[config.mk]
export PLATFORM = sky130hd
export DESIGN_NAME = pipe_hazard_ctrl
export DESIGN_NICKNAME = d
export VERILOG_FILES = /design/src/rtl/pipe_hazard_ctrl.sv
export SDC_FILE = /design/constraint.sdc
export NUM_CORES = 1
export LEC_CHECK = 0
export CELL_PAD_IN_SITES_DETAIL_PLACEMENT = 0
export CELL_PAD_IN_SITES_GLOBAL_PLACEMENT = 1
export CORE_MARGIN = 2
export CORE_UTILIZATION = 28
export CTS_CLUSTER_SIZE = 16
export DETAILED_ROUTE_END_ITERATION = 6
export PLACE_DENSITY_LB_ADDON = 0.1
export SLEW_MARGIN = 20
export SYNTH_ARGS = -nofsm -noshare
export SYNTH_HDL_FRONTEND = slang
export SYNTH_SLANG_ARGS = --single-unit
[constraint.sdc]
create_clock -name clk -period 2.36 [get_ports clk]
set_input_delay 0.472 -clock clk [delete_from_list [all_inputs] [get_ports clk]]
set_output_delay 0.472 -clock clk [all_outputs]
set_load 0.1 [all_outputs]
[src/rtl/pipe_hazard_ctrl.sv]
// pipe_hazard_ctrl: central hold/flush/redirect controller for the 5-stage core.
// Arbitrates bus-master freezes, multi-cycle EX holds, EX jumps and load-use
// interlocks. A jump seen while the core is frozen is parked and replayed on release.
// Optional performance counters are built when PIPE_CTRL_PERF_EN is defined.
module pipe_hazard_ctrl #(
    parameter int         JUMP_BUBBLES = 1,
    parameter logic [4:0] ZERO_REG     = 5'd0
) (
    input  logic        clk,
    input  logic        rst,
    input  logic        jump_flag_i,
    input  logic [31:0] jump_addr_i,
    input  logic        ex_mem_rd_i,
    input  logic        ex_reg_we_i,
    input  logic [4:0]  ex_reg_waddr_i,
    input  logic        id_reg1_re_i,
    input  logic [4:0]  id_reg1_raddr_i,
    input  logic        id_reg2_re_i,
    input  logic [4:0]  id_reg2_raddr_i,
    input  logic        ex_hold_req_i,
    input  logic        bus_hold_req_i,
    output logic        bus_hold_ack_o,
    output logic        jump_flag_o,
    output logic [31:0] jump_addr_o,
    output logic [2:0]  hold_flag_o,
    output logic        flush_if_id_o,
    output logic        flush_id_ex_o,
    output logic [31:0] stall_cycles_o,
    output logic [31:0] flush_count_o
);

    typedef enum logic [1:0] {
        IDLE,
        FLUSH,
        EX_HOLD,
        BUS_HOLD
    } state_t;

    state_t      r_state;
    state_t      w_nextState;
    logic [1:0]  r_bubbleCnt;
    logic [1:0]  w_nextBubbleCnt;
    logic        r_pendValid;
    logic        w_nextPendValid;
    logic [31:0] r_pendAddr;
    logic [31:0] w_nextPendAddr;
    logic        r_ack;

    logic        w_loadUse;
    logic        w_busHeld;
    logic        w_jumpNow;
    logic [31:0] w_jumpTarget;

    logic [2:0]  w_hold;
    logic        w_jumpFlag;
    logic [31:0] w_jumpAddr;
    logic        w_flushIfId;
    logic        w_flushIdEx;

    // The core stays frozen for the whole time the bus is granted, including the
    // cycle in which the request has dropped but the registered ack is still high.
    assign w_busHeld    = bus_hold_req_i | (r_state == BUS_HOLD);
    // A fresh jump is younger than a parked one, so it takes precedence.
    assign w_jumpNow    = jump_flag_i | r_pendValid;
    assign w_jumpTarget = jump_flag_i ? jump_addr_i : r_pendAddr;

    // Load-use detection: a load in EX writing a real register that ID reads.
    always_comb begin
        w_loadUse = ex_mem_rd_i & ex_reg_we_i & (ex_reg_waddr_i != ZERO_REG) &
                    ((id_reg1_re_i & (id_reg1_raddr_i == ex_reg_waddr_i)) |
                     (id_reg2_re_i & (id_reg2_raddr_i == ex_reg_waddr_i)));
    end

    // Priority arbitration producing next state and the combinational controls.
    always_comb begin
        w_nextState     = IDLE;
        w_nextBubbleCnt = 2'd0;
        w_nextPendValid = r_pendValid;
        w_nextPendAddr  = r_pendAddr;
        w_hold          = 3'd0;
        w_jumpFlag      = 1'b0;
        w_jumpAddr      = 32'd0;
        w_flushIfId     = 1'b0;
        w_flushIdEx     = 1'b0;

        if (rst) begin
            w_nextPendValid = 1'b0;
            w_nextPendAddr  = 32'd0;
        end else if (w_busHeld) begin
            w_hold      = 3'd3;
            w_nextState = bus_hold_req_i ? BUS_HOLD : IDLE;
            if (jump_flag_i) begin
                w_nextPendValid = 1'b1;
                w_nextPendAddr  = jump_addr_i;
            end
        end else if (ex_hold_req_i) begin
            w_hold      = 3'd3;
            w_nextState = EX_HOLD;
            if (jump_flag_i) begin
                w_nextPendValid = 1'b1;
                w_nextPendAddr  = jump_addr_i;
            end
        end else if (w_jumpNow) begin
            w_jumpFlag      = 1'b1;
            w_jumpAddr      = w_jumpTarget;
            w_flushIfId     = 1'b1;
            w_flushIdEx     = 1'b1;
            w_nextPendValid = 1'b0;
            w_nextPendAddr  = 32'd0;
            if (JUMP_BUBBLES > 0) begin
                w_nextState     = FLUSH;
                w_nextBubbleCnt = 2'(JUMP_BUBBLES);
            end
        end else if (r_state == FLUSH) begin
            // ID only holds a flushed bubble here, so load-use is not considered.
            w_flushIfId = 1'b1;
            if (r_bubbleCnt > 2'd1) begin
                w_nextState     = FLUSH;
                w_nextBubbleCnt = r_bubbleCnt - 2'd1;
            end
        end else if (w_loadUse) begin
            w_hold      = 3'd2;
            w_flushIdEx = 1'b1;
        end
    end

    // State, bubble counter, pending jump and registered bus acknowledge.
    always_ff @(posedge clk) begin
        if (rst) begin
            r_state     <= IDLE;
            r_bubbleCnt <= 2'd0;
            r_pendValid <= 1'b0;
            r_pendAddr  <= 32'd0;
            r_ack       <= 1'b0;
        end else begin
            r_state     <= w_nextState;
            r_bubbleCnt <= w_nextBubbleCnt;
            r_pendValid <= w_nextPendValid;
            r_pendAddr  <= w_nextPendAddr;
            r_ack       <= (w_nextState == BUS_HOLD);
        end
    end

    assign hold_flag_o    = w_hold;
    assign jump_flag_o    = w_jumpFlag;
    assign jump_addr_o    = w_jumpAddr;
    assign flush_if_id_o  = w_flushIfId;
    assign flush_id_ex_o  = w_flushIdEx;
    assign bus_hold_ack_o = r_ack & ~rst;

`ifdef PIPE_CTRL_PERF_EN
    logic [31:0] r_stallCycles;
    logic [31:0] r_flushCount;

    // Saturating counters of held cycles and issued redirects.
    always_ff @(posedge clk) begin
        if (rst) begin
            r_stallCycles <= 32'd0;
            r_flushCount  <= 32'd0;
        end else begin
            if ((w_hold != 3'd0) && (r_stallCycles != 32'hFFFF_FFFF)) begin
                r_stallCycles <= r_stallCycles + 32'd1;
            end
            if (w_jumpFlag && (r_flushCount != 32'hFFFF_FFFF)) begin
                r_flushCount <= r_flushCount + 32'd1;
            end
        end
    end

    assign stall_cycles_o = r_stallCycles;
    assign flush_count_o  = r_flushCount;
`else
    assign stall_cycles_o = 32'd0;
    assign flush_count_o  = 32'd0;
`endif

endmodule

==> flow_summary.json, run 1 <==
{
  "ctsHoldBuffers": 0,
  "die_h_um": 98.49,
  "route.detailed.drc": 0,
  "seq_area_frac_synth": 0.3043,
  "io_buffers": 93,
  "setup_ws_ps": 41.32,
  "cts_root_buffer": "clkbuf_8",
  "grt_max_degree": 23,
  "finalSetupViolCount": 0,
  "grt_setup_unrepaired": "yes",
  "swShare": 0.4643,
  "avgSynthCellArea_um2": 8.865,
  "synthTopCellsByCount": "buf_4 (65), nor2_1 (51), dfxtp_1 (38)",
  "grt_overflow": 0,
  "cts_tree": "done",
  "path_delay_family": "buffers and inverters",
  "wirelength_um": 6926,
  "antenna_cells": 0,
  "grt_usage": 0.1423,
  "ir_worst_vdd_uv": 215.6,
  "clkPwrFrac": 0.220,
  "clock_path_buffers": 2,
  "p_switching_w": 0.001005,
  "nFillCells": 852,
  "fin_nets": 445,
  "async_flop_share": 0,
  "synth_most_common_cell": "buf_4",
  "slew_violations": 0,
  "maxCapViolCount": 0,
  "coreArea_um2": 8678,
  "internal_power_w": 0.001159,
  "ys_seq_elements": 38,
  "worstPathMaxFanout": 5,
  "grt_pass1_wl_um": 11090,
  "clkTransAtPathRegs_ps": 80,
  "yosys_warnings": 0,
  "dpl.cell_count": 480,
  "timing.final.crit_share": 0.9825,
  "first_iter_violations": 80,
  "min_period_ps": 2319,
  "drive_gt1_frac": 0.3402,
  "pin_count": 159,
  "detail-route-antenna-nets": 0,
  "dr.pass1.iters": 4,
  "syn_inst": 282,
  "yosys.area.top_type": "dfxtp_1",
  "powerDensity_nw_per_um2": 502.2,
  "initial_core_util": 0.2881,
  "start_kind": "input pin",
  "synthFlopType": "dfxtp_1",
  "crit_chain": "dlygate4sd2_1 -> a211o_4 -> nor2_4 -> o21ai_4 -> bufbuf_16 -> nor2_4 -> buf_12",
  "dpl.hpwl_um": 4809,
  "area_growth_pct": 72.37,
  "min_path_type": "register to register",
  "syn_area_um2": 2500,
  "crit_type": "input pin to output pin",
  "vias": 2207,
  "rows": 34,
  "critPathSlowestCell": "bufbuf_16",
  "synth_top_area_frac": 0.3043,
  "clkLatencyLatePin_ps": 290,
  "p_seq_frac": 0.323,
  "p_leak_nw": 1.826,
  "dp_slack_ps": -301.5,
  "worstPathArrival_ps": 1850,
  "grt_pass1_vias": 2077,
  "status": "complete, no violations",
  "path_buf_inv": 3,
  "crit_path_frequent_cell": "nor2_4",
  "cts.sinks": 38,
  "endpoint_kind": "output pin",
  "hold_violations": 0,
  "synth_edf_count": 0,
  "die_area_um2": 9700,
  "antenna_found_initial": 0,
  "numCtsBuffers": 5,
  "critical-path-max-stage-delay_ps": 300,
  "fin_tns_setup_ps": 0,
  "synth_cell_type_count": 37,
  "whs_ps": 477.4,
  "worstPathRequired_ps": 1890,
  "synth_area_leaders": "dfxtp_1 (30%), buf_4 (20%), mux2i_1 (13%)",
  "die_w_um": 98.49,
  "fmax_mhz": 431.3,
  "finClkSkew_ps": 7.549,
  "power_frac_comb": 0.458,
  "via_per_inst": 4.450,
  "wl_per_cell_um": 13.96,
  "gp_congestion": 0.7352,
  "htreeDepth": 2,
  "final_cells": 496
}
-- through the flow --
stage          power (W)  cell area (um2)    util
4_1_cts         0.002177             4307  0.4963
3_3_place_gp    0.001651             3879  0.4469
5_1_grt         0.002255             4309  0.4965
6_report        0.002164             4309  0.4965
2_1_floorplan   0.001516             2863       -
3_5_place_dp    0.001653             3879  0.4469
-- cell families (layout without fill, tap and decap cells) --
family                   after synthesis  after routing  synth area share
flip-flops                            38             38            0.3043
multiplexers                          32             32            0.1281
buffers and inverters                 88            130            0.2452
adder cells (fa/ha/maj)                2              2           0.01001
AO/OA/AOI/OAI                         46             46            0.1612
XOR/XNOR                              10             10           0.03504
AND/OR/NAND/NOR                       65             65            0.1146
other                                  1             65          0.001500
-- cell usage in the layout, fill, tap and decap left out, types with 5 or more instances in the layout --
cell type	count
a32oi_1	15
clkdlybuf4s50_1	35
clkbuf_2	5
nor2_4	33
dfxtp_1	36
buf_4	16
buf_12	42
mux2i_1	32
clkbuf_8	6
xor2_1	7
nor2_1	18
a22o_1	17
conb_1	65
-- timing repair --
item | in CTS | in global routing
gates cloned | 3 | 0
buffers inserted | 5 | 2
endpoints found under the setup margin | 36 | 35
pin swaps | 34 | 17
endpoints found under the hold margin | 0 | 0
gates resized for setup | 76 | 23
-- registers in the layout, summed over array words and instances, names as in the netlist --
signal,count
r_pendValid,1
r_ack,1
r_state,2
r_pendAddr,32
r_bubbleCnt,2
-- per-layer routing --
layer	routed length, um	track usage	share of wire
met1	2988	0.1968	0.43
met2	3271	0.2187	0.47
met3	566	0.04113	0.082
met4	99	0.03688	0.014
met5	0	0	0
-- path summary, 6_finish.rpt --
| check | start | end | slack [ps] | cells past startpoint |
|---|---|---|---|---|
| setup / recovery | bus_hold_req_i | jump_addr_o[0] | 40 | 7 |
| hold reg to reg | r_pendAddr[1] | r_pendAddr[1] | 480 | 1 |
| setup reg to reg | r_state[1] | r_pendAddr[12] | 750 | 4 |
| hold / removal | r_pendAddr[1] | r_pendAddr[1] | 480 | 1 |
-- final cells by class --
type / instances / area [um2] / share of cell area
Multi-Input combinational cell: 220 / 1729 / 0.4013
Sequential cell: 38 / 765.7 / 0.1777
Clock buffer: 7 / 86.33 / 0.02003
Timing Repair Buffer: 118 / 1573 / 0.3650
Clock inverter: 1 / 5.005 / 0.001161
Inverter: 4 / 15.01 / 0.003484
Tap cell: 108 / 135.1 / 0.03136
-- power groups by stage --
| stage | clock (W) | combinational [W] | sequential [W] |
|---|---|---|---|
| 4_1_cts | 0.000488 | 0.000990 | 0.000698 |
| 3_3_place_gp | 0 | 0.000939 | 0.000712 |
| 2_1_floorplan | 0 | 0.000809 | 0.000707 |
| 3_5_place_dp | 0 | 0.000941 | 0.000712 |
| 5_1_grt | 0.000521 | 0.00103 | 0.000704 |
| 6_report | 0.000475 | 0.000990 | 0.000699 |
No activity file was read; power rests on OpenSTA's default activity.
==> run 2, diff against run 1 <==
--- a/config.mk
+++ b/config.mk
@@ -11,7 +11,7 @@
 export CORE_UTILIZATION = 28
 export CTS_CLUSTER_SIZE = 16
 export DETAILED_ROUTE_END_ITERATION = 6
-export PLACE_DENSITY_LB_ADDON = 0.1
+export PLACE_DENSITY_LB_ADDON = 0.05
 export SLEW_MARGIN = 20
 export SYNTH_ARGS = -nofsm -noshare
 export SYNTH_HDL_FRONTEND = slang
==> flow_summary.json, run 2 (same netlist as run 1, synthesis figures left out) <==
{
  "status": "complete, no violations",
  "final_cells": 490,
  "critPathSlowestCell": "a211o_1",
  "path_buf_inv": 3,
  "finClkSkew_ps": 5.067,
  "clock_path_buffers": 2,
  "powerDensity_nw_per_um2": 528.4,
  "top_regs": "r_pendAddr (32), r_bubbleCnt (2), r_state (2)",
  "antenna_cells": 0,
  "nFillCells": 842,
  "cts.sinks": 38,
  "gp_congestion": 0.8159,
  "first_iter_violations": 38,
  "rr_endpoint": "r_pendAddr[4]",
  "min_path_type": "register to register",
  "drive_gt1_frac": 0.3037,
  "die_h_um": 98.49,
  "vias": 2137,
  "worstPathRequired_ps": 1890,
  "ir_worst_vdd_uv": 182.9,
  "grt_pass1_vias": 2031,
  "detail-route-antenna-nets": 0,
  "endpoint_kind": "output pin",
  "reg2reg_slack_ps": 670,
  "start_kind": "input pin",
  "grt_setup_unrepaired": "yes",
  "setup.worst_path.start": "ex_hold_req_i",
  "rr_startpoint": "r_state[0]",
  "final_cell_mix": "conb_1 (65), buf_12 (41), dfxtp_1 (37), clkdlybuf4s50_1 (36), mux2i_1 (32)",
  "clkTransAtPathRegs_ps": 70,
  "min_from": "r_pendAddr[13]",
  "crit_path_frequent_cell": "buf_12",
  "grt_pass1_wl_um": 10140,
  "fin_tns_setup_ps": 0,
  "grt_overflow": 0,
  "crit_chain": "dlygate4sd2_1 -> a211o_1 -> nor2_4 -> o21ai_4 -> buf_12 -> nor2_2 -> buf_12",
  "io_buffers": 93,
  "grt_max_degree": 35,
  "wl_per_cell_um": 12.99,
  "final_common_cell": "conb_1",
  "die_area_um2": 9700,
  "worstMarginPinSlew_ps": 689.2,
  "rows": 34,
  "initial_core_util": 0.2881,
  "numCtsBuffers": 5,
  "min_period_ps": 2333,
  "path_delay_family": "buffers and inverters",
  "worstPathMaxFanout": 15,
  "dpl.cell_count": 479,
  "maxCapViolCount": 0,
  "dr.pass1.iters": 4,
  "critical-path-max-stage-delay_ps": 340,
  "crit_type": "input pin to output pin",
  "wirelength_um": 6366,
  "timing.final.crit_share": 0.9885,
  "ctsHoldBuffers": 0,
  "fin_nets": 439,
  "die_w_um": 98.49,
  "slew_headroom": 0.5405,
  "antenna_found_initial": 0,
  "slew_violations": 0,
  "via_per_inst": 4.361,
  "p_total_w": 0.002205,
  "rr_worst_depth": 4,
  "worstPathArrival_ps": 1860,
  "dpl.hpwl_um": 4737,
  "area_growth_pct": 66.92,
  "top_register": "r_pendAddr",
  "cts_tree": "done",
  "htreeDepth": 2,
  "holdPathStages": 1,
  "cts_root_buffer": "clkbuf_8",
  "clkLatencyLatePin_ps": 290,
  "largest_register_ffs": 32,
  "coreArea_um2": 8678,
  "p_leak_nw": 1.737,
  "fmax_mhz": 428.7,
  "pin_count": 159,
  "finalSetupViolCount": 0,
  "hold_end": "r_pendAddr[13]",
  "fin_util": 0.4808,
  "route.detailed.drc": 0,
  "hold_violations": 0,
  "grt_usage": 0.1286
}
[run 2: cell count changes in the layout (fill, tap and decap cells not counted), moves of 3 or more]
cell,change
buf_6,-3
dlymetal6s2s_1,-3
nor2_4,-11
clkbuf_2,-5
nor2_2,+11
dlygate4sd2_1,+8
[run 2: through the flow]
stage               area, um2  hold slack (ps)  setup slack [ps]
floorplan                2863            441.5            -317.0
global placement         3871            455.6            -293.9
detailed placement       3871            458.4            -332.1
CTS                      4056            481.5            -47.40
global route             4173            493.1            -45.26
finish                   4173            476.5             27.24
[run 2: worst max-delay path by stage]
stage / endpoint / depth (start not counted)
6_report: jump_addr_o[10] / 7
5_1_grt: flush_id_ex_o / 6
4_1_cts: flush_id_ex_o / 6
3_5_place_dp: flush_id_ex_o / 6
3_3_place_gp: flush_id_ex_o / 6
2_1_floorplan: jump_addr_o[16] / 6
[run 2: cell type report]
type                    instances  area, um2  area share
clock buffers                   7      76.32     0.01829
clock inverters                 1      30.03    0.007196
inverters                       4      15.01    0.003598
multi-input cells             220       1657      0.3970
flip-flops and latches         38      762.0      0.1826
well taps                     108      135.1     0.03238
repair buffers                112       1498      0.3589
[run 2: per-layer routing]
layer	track usage	vias up	share of wire
li1	-	1048	-
met1	0.1745	988	0.46
met2	0.1983	96	0.44
met3	0.04255	5	0.087
met4	0.03161	0	0.0083
met5	0	-	0
[run 2: repair_timing]
| item | 4_1_cts | 5_1_grt |
|---|---|---|
| resized for setup | 36 | 25 |
| setup buffers | 2 | 0 |
| setup endpoints to repair | 36 | 31 |
| pin swaps | 5 | 3 |
| cloned | 1 | 0 |
[run 2: where the power goes]
group / leakage, nW / internal (W) / switching [W]
clock: 0.0524 / 0.000316 / 0.000230
combinational: 1.37 / 0.000232 / 0.000728
sequential: 0.313 / 0.000676 / 0.0000220
